--- config.mk ---
export PLATFORM = sky130hd
export DESIGN_NAME = mdio_controller_flat
export DESIGN_NICKNAME = d
export VERILOG_FILES = /design/src/rtl/mdio_controller_if.sv /design/src/rtl/mdio_controller.sv /design/src/flat_wrapper.sv
export SDC_FILE = /design/constraint.sdc
export NUM_CORES = 1
export LEC_CHECK = 0
export ABC_AREA = 1
export CAP_MARGIN = 20
export CORE_MARGIN = 8
export CORE_UTILIZATION = 50
export DETAILED_ROUTE_END_ITERATION = 12
export PLACE_DENSITY_LB_ADDON = 0.3
export RECOVER_POWER = 50
export SKIP_CTS_REPAIR_TIMING = 1
export SLEW_MARGIN = 10
export SYNTH_ARGS = -nofsm -noshare
export SYNTH_HDL_FRONTEND = slang
export SYNTH_SLANG_ARGS = --single-unit
--- constraint.sdc ---
create_clock -name CLK -period 2.1 [get_ports CLK]
set_input_delay 0.525 -clock CLK [delete_from_list [all_inputs] [get_ports CLK]]
set_output_delay 0.525 -clock CLK [all_outputs]
set_load 0.02 [all_outputs]
--- src/rtl/mdio_controller_if.sv ---
// Signal bundle between the MDIO station-management master, its host and the PHY.
// master: the controller's view; slave: the host/PHY side driving requests and MDIO_IN.
interface mdio_controller_if;
    logic        MDIO_START;
    logic [31:0] T_DATA;
    logic        MDIO_IN;
    logic        MDC;
    logic        MDIO_OUT;
    logic        MDIO_OE;
    logic [15:0] RD_DATA;
    logic        DATA_RDY;
    logic        BUSY;

    modport master (
        input  MDIO_START, T_DATA, MDIO_IN,
        output MDC, MDIO_OUT, MDIO_OE, RD_DATA, DATA_RDY, BUSY
    );

    modport slave (
        output MDIO_START, T_DATA, MDIO_IN,
        input  MDC, MDIO_OUT, MDIO_OE, RD_DATA, DATA_RDY, BUSY
    );
endinterface

--- src/rtl/mdio_controller.sv ---
// MDIO (Clause-22) station-management master.
// Takes a 32-bit frame on a start strobe, derives MDC from CLK (MDC_HALF CLK cycles
// per half-period) and shifts the frame out MSB-first. Read frames release the line
// from bit 14 on and capture bits 16..31 from MDIO_IN into RD_DATA.
// Optional macro MDIO_PREAMBLE_EN: prefixes each frame with 32 bit periods of ones.
module mdio_controller #(
    parameter int MDC_HALF = 1
) (
    input  logic              CLK,
    input  logic              RESET,
    mdio_controller_if.master bus
);

    localparam logic [1:0] IDLE  = 2'd0;
`ifdef MDIO_PREAMBLE_EN
    localparam logic [1:0] PRE   = 2'd1;
`endif
    localparam logic [1:0] FRAME = 2'd2;
    localparam logic [1:0] DONE  = 2'd3;

    localparam logic [7:0] HALF_RELOAD = 8'(MDC_HALF - 1);
    localparam logic [5:0] LAST_BIT    = 6'd31;
    localparam logic [5:0] TA_BIT      = 6'd14;
    localparam logic [5:0] CAP_BIT     = 6'd16;

    logic [1:0]  state;
    logic [5:0]  bit_cnt;
    logic [7:0]  div_cnt;
    logic [31:0] shreg;
    logic        is_read;
    logic [15:0] cap;
    logic [5:0]  next_cnt;
    logic        next_out;
    logic        next_oe;

    assign next_cnt = bit_cnt + 6'd1;

    // Line level for the upcoming bit period: preamble ones, the next frame bit, or released after turnaround
    always_comb begin
        next_out = 1'b1;
        next_oe  = 1'b1;
        if (state == FRAME) begin
            if (is_read && (next_cnt >= TA_BIT)) begin
                next_out = 1'b0;
                next_oe  = 1'b0;
            end else begin
                next_out = shreg[30];
            end
        end
    end

    // Frame sequencer: MDC divider, bit counter, serialiser and read-data capture
    always_ff @(posedge CLK or negedge RESET) begin
        if (!RESET) begin
            state        <= IDLE;
            bit_cnt      <= '0;
            div_cnt      <= '0;
            shreg        <= '0;
            is_read      <= 1'b0;
            cap          <= '0;
            bus.MDC      <= 1'b0;
            bus.MDIO_OUT <= 1'b0;
            bus.MDIO_OE  <= 1'b0;
            bus.RD_DATA  <= '0;
            bus.DATA_RDY <= 1'b0;
            bus.BUSY     <= 1'b0;
        end else begin
            bus.DATA_RDY <= 1'b0;
            if (state == IDLE) begin
                bus.MDC <= 1'b0;
                if (bus.MDIO_START) begin
                    shreg       <= bus.T_DATA;
                    is_read     <= (bus.T_DATA[29:28] == 2'b10);
                    cap         <= '0;
                    bit_cnt     <= '0;
                    div_cnt     <= HALF_RELOAD;
                    bus.BUSY    <= 1'b1;
                    bus.MDIO_OE <= 1'b1;
`ifdef MDIO_PREAMBLE_EN
                    state        <= PRE;
                    bus.MDIO_OUT <= 1'b1;
`else
                    state        <= FRAME;
                    bus.MDIO_OUT <= bus.T_DATA[31];
`endif
                end
            end else if (state == DONE) begin
                state <= IDLE;
            end else if (div_cnt != 8'd0) begin
                div_cnt <= div_cnt - 8'd1;
            end else begin
                div_cnt <= HALF_RELOAD;
                if (!bus.MDC) begin
                    bus.MDC <= 1'b1;
                end else begin
                    bus.MDC <= 1'b0;
                    if ((state == FRAME) && is_read && (bit_cnt >= CAP_BIT)) begin
                        cap <= {cap[14:0], bus.MDIO_IN};
                    end
                    if (bit_cnt != LAST_BIT) begin
                        bit_cnt      <= next_cnt;
                        bus.MDIO_OUT <= next_out;
                        bus.MDIO_OE  <= next_oe;
                        if (state == FRAME) begin
                            shreg <= {shreg[30:0], 1'b0};
                        end
                    end
`ifdef MDIO_PREAMBLE_EN
                    else if (state == PRE) begin
                        state        <= FRAME;
                        bit_cnt      <= '0;
                        bus.MDIO_OUT <= shreg[31];
                        bus.MDIO_OE  <= 1'b1;
                    end
`endif
                    else begin
                        state        <= DONE;
                        div_cnt      <= '0;
                        bus.MDIO_OUT <= 1'b0;
                        bus.MDIO_OE  <= 1'b0;
                        bus.BUSY     <= 1'b0;
                        if (is_read) begin
                            bus.RD_DATA  <= {cap[14:0], bus.MDIO_IN};
                            bus.DATA_RDY <= 1'b1;
                        end
                    end
                end
            end
        end
    end

endmodule

--- src/flat_wrapper.sv ---
// flat-port wrapper written by rule: the top's interface ports become plain ports
module mdio_controller_flat 
#(
    parameter int MDC_HALF = 1
)
  (CLK, RESET, bus_MDIO_START, bus_T_DATA, bus_MDIO_IN, bus_MDC, bus_MDIO_OUT, bus_MDIO_OE, bus_RD_DATA, bus_DATA_RDY, bus_BUSY);
  mdio_controller_if bus_i ();
  input  logic CLK;
  input  logic RESET;
  input wire logic [$bits(bus_i.MDIO_START)-1:0] bus_MDIO_START;
  input wire logic [$bits(bus_i.T_DATA)-1:0] bus_T_DATA;
  input wire logic [$bits(bus_i.MDIO_IN)-1:0] bus_MDIO_IN;
  output wire logic [$bits(bus_i.MDC)-1:0] bus_MDC;
  output wire logic [$bits(bus_i.MDIO_OUT)-1:0] bus_MDIO_OUT;
  output wire logic [$bits(bus_i.MDIO_OE)-1:0] bus_MDIO_OE;
  output wire logic [$bits(bus_i.RD_DATA)-1:0] bus_RD_DATA;
  output wire logic [$bits(bus_i.DATA_RDY)-1:0] bus_DATA_RDY;
  output wire logic [$bits(bus_i.BUSY)-1:0] bus_BUSY;
  assign bus_i.MDIO_START = bus_MDIO_START;
  assign bus_i.T_DATA = bus_T_DATA;
  assign bus_i.MDIO_IN = bus_MDIO_IN;
  assign bus_MDC = bus_i.MDC;
  assign bus_MDIO_OUT = bus_i.MDIO_OUT;
  assign bus_MDIO_OE = bus_i.MDIO_OE;
  assign bus_RD_DATA = bus_i.RD_DATA;
  assign bus_DATA_RDY = bus_i.DATA_RDY;
  assign bus_BUSY = bus_i.BUSY;
  mdio_controller #(.MDC_HALF(MDC_HALF)) u_core (.CLK(CLK), .RESET(RESET), .bus(bus_i));
endmodule
# Word-level counts from Yosys, hierarchy flattened
# Index checks and enable logic that the tools add are counted.
[classes]
magnitude_cmp = 2
n_addsub = 2
n_eq_ne = 10
reduce_logical = 20
mux = 60
n_bitwise = 4
[ops]
columns = ["op", "n"]
rows = [
  ["$mux W31", 7],
  ["$mux W15", 6],
  ["$mux W6", 6],
  ["$mux W8", 4],
  ["$mux W1", 31],
  ["$reduce_and A5 Y1", 3],
  ["$mux W2", 6],
  ["$reduce_and A6 Y1", 2],
  ["$reduce_and A4 Y1", 2],
  ["$reduce_bool A2 Y1", 4],
  ["$reduce_bool A8 Y1", 1],
  ["$sub A8 B1 Y8 const B", 1],
  ["$add A6 B1 Y6 const B", 1],
  ["$eq A2 B2 Y1 const B", 3],
  ["$ge A6 B4 Y1 const B", 1],
  ["$ge A6 B5 Y1 const B", 1],
  ["$ne A2 B1 Y1 const B", 3],
  ["$ne A3 B1 Y1 const B", 2],
  ["$ne A6 B5 Y1 const B", 1],
  ["$reduce_and A2 Y1", 3],
  ["$not A1 Y1", 4],
  ["$logic_and A1 B1 Y1", 3],
  ["$reduce_bool A3 Y1", 1],
  ["$logic_not A2 Y1", 1],
  ["$ne A2 B2 Y1 const B", 1],
]
[totals]
register_bits = 84
inputBits = 36
wordCells = 110

# Depth between registers and ports, before layout
[logic_depth]
word_depth = 10
mapped_depth = 10
depth_no_buf = 10

# Worst setup path before layout
# Ideal clock, no wire load.
[synth_path]
path_kind = "flip-flop to flip-flop"
startpoint = "reg u_core.state[0]"
endpoint = "reg u_core.shreg[1]"
setup_time_ns = 0.117
path_slack_ns = 0.494
arrival_ns = 1.488
stages_incl_launch_ff = 10
required_time_ns = 1.983
cell_sequence = "dfrtp_1 > inv_1 > ha_1 > inv_2 > nor2_1 > nor2_4 > nand3_4 > nor2_8 > buf_6 > o21ai_2"
[synth_between]
elab_chain_cells = 3
elab_cells_between_ends = 11
[synth_rtl]
columns = ["item", "line", "source"]
rows = [
  ["start, declared", "mdio_controller.sv:26", "logic [1:0] state;"],
  ["start signal, assigned", "mdio_controller.sv:55", "state <= IDLE;"],
  ["start signal, assigned", "mdio_controller.sv:83", "state <= FRAME;"],
  ["start signal, assigned", "mdio_controller.sv:88", "state <= IDLE;"],
  ["$eq A2 B2 Y1 (tied with other cells)", "mdio_controller.sv:87", "end else if (state == DONE) begin"],
  ["$ne A2 B1 Y1 (no source line) (tied with other cells)", "n/a", ""],
  ["$reduce_and A6 Y1 (no source line)", "n/a", ""],
  ["end signal, assigned", "mdio_controller.sv:72", "shreg <= bus.T_DATA;"],
  ["end signal, assigned", "mdio_controller.sv:105", "shreg <= {shreg[30:0], 1'b0};"],
  ["end, declared", "mdio_controller.sv:29", "logic [31:0] shreg;"],
]
# Parallel ways exist; a longest one is shown, timed or not.
# A chain may end at the register's enable or synchronous reset.

# Worst setup path after layout
[layout_path]
startpoint = "reg u_core.bus.MDC"
endpoint = "out bus_MDC"
[layout_lines]
columns = ["item", "line", "source"]
rows = [
  ["start, declared", "mdio_controller_if.sv:16", "output MDC, MDIO_OUT, MDIO_OE, RD_DATA, DATA_RDY, BUSY"],
  ["start signal, assigned", "mdio_controller.sv:61", "bus.MDC <= 1'b0;"],
  ["start signal, assigned", "mdio_controller.sv:70", "bus.MDC <= 1'b0;"],
  ["start signal, assigned", "mdio_controller.sv:94", "bus.MDC <= 1'b1;"],
  ["end, declared", "flat_wrapper.sv:13", "output wire logic [$bits(bus_i.MDC)-1:0] bus_MDC;"],
]
# No word-level cell between the ends.

==> metrics.md <==
| Metric | Value |
|---|---|
| Outcome | `finished, final reports clean` |
| Crit path DAT | `1.41 ns` |
| Post-synthesis adder-cell area fraction | `under 10%` |
| Max_cap viols | `0` |
| Synth Area in Simple Gates | `about a fifth` |
| # setup viols final | `0` |
| Slew @ Worst Pin | `around 0.98 ns` |
| Die X | `108 um` |
| Compound-gate portion of the synthesized area | `about 16%` |
| Dpl hpwl | `~6300 um` |
| Worst min-delay path class | `input port to asynchronous set/reset pin` |
| EDFF count, synth | `0` |
| Final ANT Viol Nets | `0` |
| WS Path Type | `register to output pin` |
| Count of different cell masters after synthesis | `29` |
| Most frequent cells in the layout | `nand2_1, dfrtp_1, inv_1, o21ai_0, clkdlybuf4s50_1` |
| Tot Pwr | `about 7000 uW` |
| Peak supply drop | `between 600 and 700 uV` |
| Crit. End Element | `output pin` |
| Max-Slew Margin vs Limit | `34.5%` |
| Die area | `about 12,000 um^2` |
| TritonCTS Buffers | `9` |
| Area Overhead vs Synth | `20.9%` |
| RePlAce Congestion | `just under 0.9` |
| Int Pwr | `between 3000 and 4000 uW` |
| RR Startpoint | `u_core.state[0]` |
| Core Region | `between 8000 and 9000 um^2` |
| Commonest non-fill, non-tap cell in the layout | `nand2_1` |
| #FFs+latches synth | `84` |
| Final wirelength | `a little under 9000 um` |
| Syn Inst Count | `~510` |
| Share of the synthesized area in the top cell type | `between 40% and 50%` |
| Ys async rst share | `100%` |
| R2R Path End | `u_core.shreg[14]` |
| Critical path, cell by cell | `clkdlybuf4s50_1` |
| Switching pwr | `between 2000 and 3000 uW` |
| Flop pwr share | `about a third` |
| Clock Sinks | `84` |
| WP buf/inv | `1` |
| Clk root buf | `clkbuf_8` |
| FF-to-FF path depth | `10` |
| First-pass GRT wire length | `between 15,000 and 20,000 um` |
| Largest net degree at the start of global routing | `a little over 60` |
| Clk pwr share | `18.8%` |
| Routed vias | `3,341` |
| DRT iter0 DRCs | `about 160` |
| Sequential share of the synthesized area | `50.0%` |
| DRT Pass-1 Iters | `4` |
| Slew Limit Fails | `0` |
| Yosys warns | `0` |
| Post-synthesis net count | `between 500 and 600` |
| Average size of a mapped cell | `approximately 8.3 um^2` |
| Synth area leaders | `dfrtp_1, nand2_1, o21ai_0` |
| Post-synth top flop | `dfrtp_1` |
| CP max FO | `5` |
| Fillers | `between 700 and 800` |
| GRT overflow | `0` |
| Crit path max-delay cell type | `clkdlybuf4s50_1` |
| XOR/XNOR share of the synthesized area | `less than 1%` |
| Drt wl/cell | `around 13 um` |
| # rows | `33` |
| Family with the most delay on the worst path | `buffers and inverters` |
| Vert. Die Dim | `between 100 and 150 um` |
| Initial antenna violation count | `0` |
| Cell taking the most area after synthesis | `dfrtp_1` |
| Mux contribution to synthesized area | `0%` |
| Critical Path RT | `about 1.6 ns` |
| Critical path's largest stage delay | `0.63 ns` |
| Share of cells above drive strength 1 | `between 10% and 20%` |
| Worst Skew | `between 0.01 and 0.015 ns` |
| DRC viols | `0` |
| RSZ-0062 raised after global routing | `false` |
| Period utilization | `between 90% and 100%` |
| Via density | `4.96` |
| CP Launch Type | `register` |
| Clk_lat worst skew | `0.37 ns` |
| Leakage | `0.00228 uW` |
| Setup TNS | `0 ns` |
| Vias in the first global route | `around 3,300` |
| Achievable Freq | `about 520 MHz` |
| Initial Util | `a little over 50%` |
| Gate power share | `roughly 46%` |
| Final net count | `about 610` |
| # IOs | `between 50 and 60` |
| Clock Path Buffers | `2` |
| Crit path time final | `1.94 ns` |
| Number of diodes | `0` |
| CTS tree | `done` |
| Largest family of logic cells by synthesized area | `simple AND/OR/NAND/NOR gates` |
| H-tree levels | `3` |
| Setup slack, reg-to-reg | `roughly 0.19 ns` |
| Power Dens Cells | `1350 nW/um^2` |
| Sw frac | `between 40 and 50%` |
| Final hold vios | `0` |
| Clk slew on worst S/H paths | `approximately 0.09 ns` |
| Syn Std Cell Area | `4210 um^2` |
| Gr usage total | `between 10% and 20%` |
| Port-buffer cells | `between 50 and 60` |
## cell families after synthesis
| family | count (synthesis) |
|---|---|
| adder cells (fa/ha/maj) | 8 |
| flip-flops | 84 |
| buffers and inverters | 91 |
| XOR/XNOR | 3 |
| AND/OR/NAND/NOR | 208 |
| AO/OA/AOI/OAI | 114 |
## power by group through the flow
stage,Combinational (uW),Clock [uW],Sequential [uW]
6_report,3170,1300,2420
3_5_place_dp,3190,0,2450
5_1_grt,3580,1390,2480
4_1_cts,3210,1330,2420
2_1_floorplan,2480,0,2420
3_3_place_gp,3080,0,2430
## synthesized netlist by cell type, types with 6 or more instances
cell      number
o21ai_0       62
nor2_1        22
clkbuf_1       8
inv_1         69
dfrtp_1       84
nand3_1       10
buf_6          6
o21ai_1       16
ha_1           8
nand2_1      155
o21ai_2       31
## metal layers
layer	track usage (%)	up-vias	wire [um]
met5	0	-	0
met4	8.92	0	214
met3	4.19	16	556
met2	25.4	67	4050
met1	19.8	1545	4070
li1	-	1713	-
## stage by stage
stage                     worst slack (ns)  area, um^2  util (%)  hold WS (ns)  cells
final                                0.161        5090      62.2         0.301    674
after global routing                0.0474        5090      62.2         0.394    674
after CTS                            0.143        5110      62.6         0.135    674
after detailed placement            0.0822        4890      59.9         0.473    658
after global placement               0.136        4890      59.9         0.470    658
after floorplan                      0.494        4210         -         0.229    508
## registers in the layout, indices dropped and copies added, names as in the netlist
signal and flops:
u_core.bit_cnt 6, u_core.bus.BUSY 1, u_core.bus.DATA_RDY 1, u_core.bus.MDC 1
u_core.bus.MDIO_OE 1, u_core.bus.MDIO_OUT 1, u_core.bus.RD_DATA 16, u_core.cap 15
u_core.div_cnt 8, u_core.is_read 1, u_core.shreg 31, u_core.state 2
## layout make-up
type	instances	area, um^2	area share [%]
tap	105	131	2.58
sequential	84	2100	41.3
timing repair buffer	66	658	12.9
inverter	70	263	5.16
multi-input combinational	333	1710	33.6
clock inverter	7	97.6	1.92
clock buffer	9	124	2.43
## worst max path at each step
stage | startpoint | to | slack, ns | depth (start not counted)
floorplan | u_core.state[0] | u_core.shreg[1] | 0.49 | 9
global placement | bus_MDIO_START | u_core.shreg[20] | 0.14 | 8
detailed placement | bus_MDIO_START | u_core.shreg[16] | 0.08 | 8
CTS | u_core.bus.MDC | bus_MDC | 0.14 | 1
global route | u_core.state[0] | u_core.shreg[14] | 0.05 | 10
finish | u_core.bus.MDC | bus_MDC | 0.16 | 1
(Power assumes the default switching activity.)
==> variant (same settings) <==
Add a define of `MDIO_PREAMBLE_EN`.
--- a/src/rtl/mdio_controller.sv
+++ b/src/rtl/mdio_controller.sv
@@ -3,6 +3,8 @@
 // per half-period) and shifts the frame out MSB-first. Read frames release the line
 // from bit 14 on and capture bits 16..31 from MDIO_IN into RD_DATA.
 // Optional macro MDIO_PREAMBLE_EN: prefixes each frame with 32 bit periods of ones.
+`define MDIO_PREAMBLE_EN
+
 module mdio_controller #(
     parameter int MDC_HALF = 1
 ) (
Check against the original RTL: not equivalent (a bounded check fails within 4 cycles, from zero or initial values and one cycle with RESET low).
==> variant against the original RTL <==
  * First-iteration DRC count up 23%
  * Design area down 1.4%
  * Sequential power up 2%
  * Worst setup slack better by 0.024 ns
  * Via count down 3.6%
  * Largest cell class unchanged
  * Final cell count down 5.3%
  * Wire length down 6.9%
  * Sequential cell count up 1
  * Synthesized area down 2.6%
  * Largest power group unchanged
  * Total power down 0.74%
==> variant: results (changes against the original RTL) <==
Max Cap Viol = 0 (unchanged)
Largest registers = u_core.shreg (32), u_core.bus.RD_DATA (16), u_core.cap (15)
Inst Count DP = 622 (-5.5%)
Nets@finish = 572 (-5.9%)
Worst R2R Setup Slack = 0.22 ns (+0.03 ns)
Slew margin rel. = 0.348 (+0.00284)
Netlist cell types = 32 (+10%)
Hpwl dp = 5.99 mm (-4.3%)
R2R depth = 12 (+2)
Worst r2r dst = u_core.bit_cnt[4]
Vias/cell = 5.05 (+1.8%)
RePlAce Congestion = 0.836 (-4.9%)
Crit path to = bus_MDC
Tot GR Track Use = 0.156 (-0.00535)
Synthesized instance count = 471 (-7.3%)
Root Buffer Master = clkbuf_8
Crit path from = u_core.bus.MDC
CP top delay family = buffers and inverters
Synth top cells by count = 88 x nand2_1, 85 x dfrtp_1, 74 x inv_1
Status = finished clean
Clock skew = 0.00804 ns (-0.00361 ns)
P_leak = 2.31 nW (+1.3%)
Max FO, Critical Path = 4 (-1)
Worst skew pair latency = 0.35 ns (-0.02 ns)
IO buf count = 56 (unchanged)
Layout cells sized above 1 = 0.0844 (-0.0368)
Depth of the CTS H-tree = 3 (unchanged)
Initial antenna violation count = 0 (unchanged)
Cell Area, Placed = 4790 um^2 (-2.0%)
Largest net degree at the start of global routing = 63 (+3.3%)
Worst EP arrival = 1.39 ns (-0.02 ns)
1st-iter DRT viols = 193 (+23%)
Synth Net Count = 515 (-6.7%)
Top cells by area, synth = dfrtp_1 52%, nand2_1 8.1%, inv_1 6.8%, o211ai_1 5.5%, o21ai_0 4.8%
DR WL/cell = 13.0 um (-1.6%)
Seq/Total Area, Yosys = 0.519 (+0.0197)
Via count = 3,220 (-3.6%)
Worst Hold Class = primary input to async pin
Slowest CP cell = clkdlybuf4s50_1
VDD IR max = 0.000561 V (-19%)
Global-route wire length before repair = 14.5 mm (-4.0%)
[variant: changes by cell type in the layout (fill, tap and decap cells not counted), sizes merged, moves of 3 or more]
cell / delta
nand4: -3
nand2: -66
inv: +7
a21oi: +8
nand3: +16
o211ai: +30
o21ai: -33
[variant: final cells by class]
class / count / area (um^2)
Fill cell: 725 / 3080
Sequential cell: 85 / 2130
Multi-Input combinational cell: 286 / 1530
Timing Repair Buffer: 68 / 683
Inverter: 78 / 295
Tap cell: 105 / 131
Clock buffer: 9 / 124
Clock inverter: 7 / 123
[variant: report_power, final]
group	switching, mW	leakage [nW]	internal (mW)
registers	0.271	1.09	2.20
logic	1.87	1.10	1.11
clock network	0.596	0.116	0.796
total	2.74	2.31	4.10
[variant: layer usage]
| layer | track usage | wire (um) | up-vias |
|---|---|---|---|
| met5 | 0 | 0 | - |
| met4 | 0.0704 | 129 | 0 |
| met3 | 0.0327 | 266 | 11 |
| met2 | 0.250 | 3920 | 50 |
| met1 | 0.200 | 3960 | 1521 |
| li1 | - | - | 1638 |
[variant: per-stage QoR]
stage	hold slack, ns	power [mW]	worst slack [ns]
floorplan	0.229	4.77	0.356
global placement	0.472	5.38	0.0829
detailed placement	0.482	5.49	0.0236
CTS	0.111	6.91	0.139
global route	0.309	7.43	0.0409
finish	0.243	6.84	0.185
[variant: logic make-up after synthesis]
group,share of synthesized area
buf+inv,0.107
flops,0.519
compound gates,0.170
simple gates,0.171
fa+ha+maj,0.0244
xor+xnor,0.00856
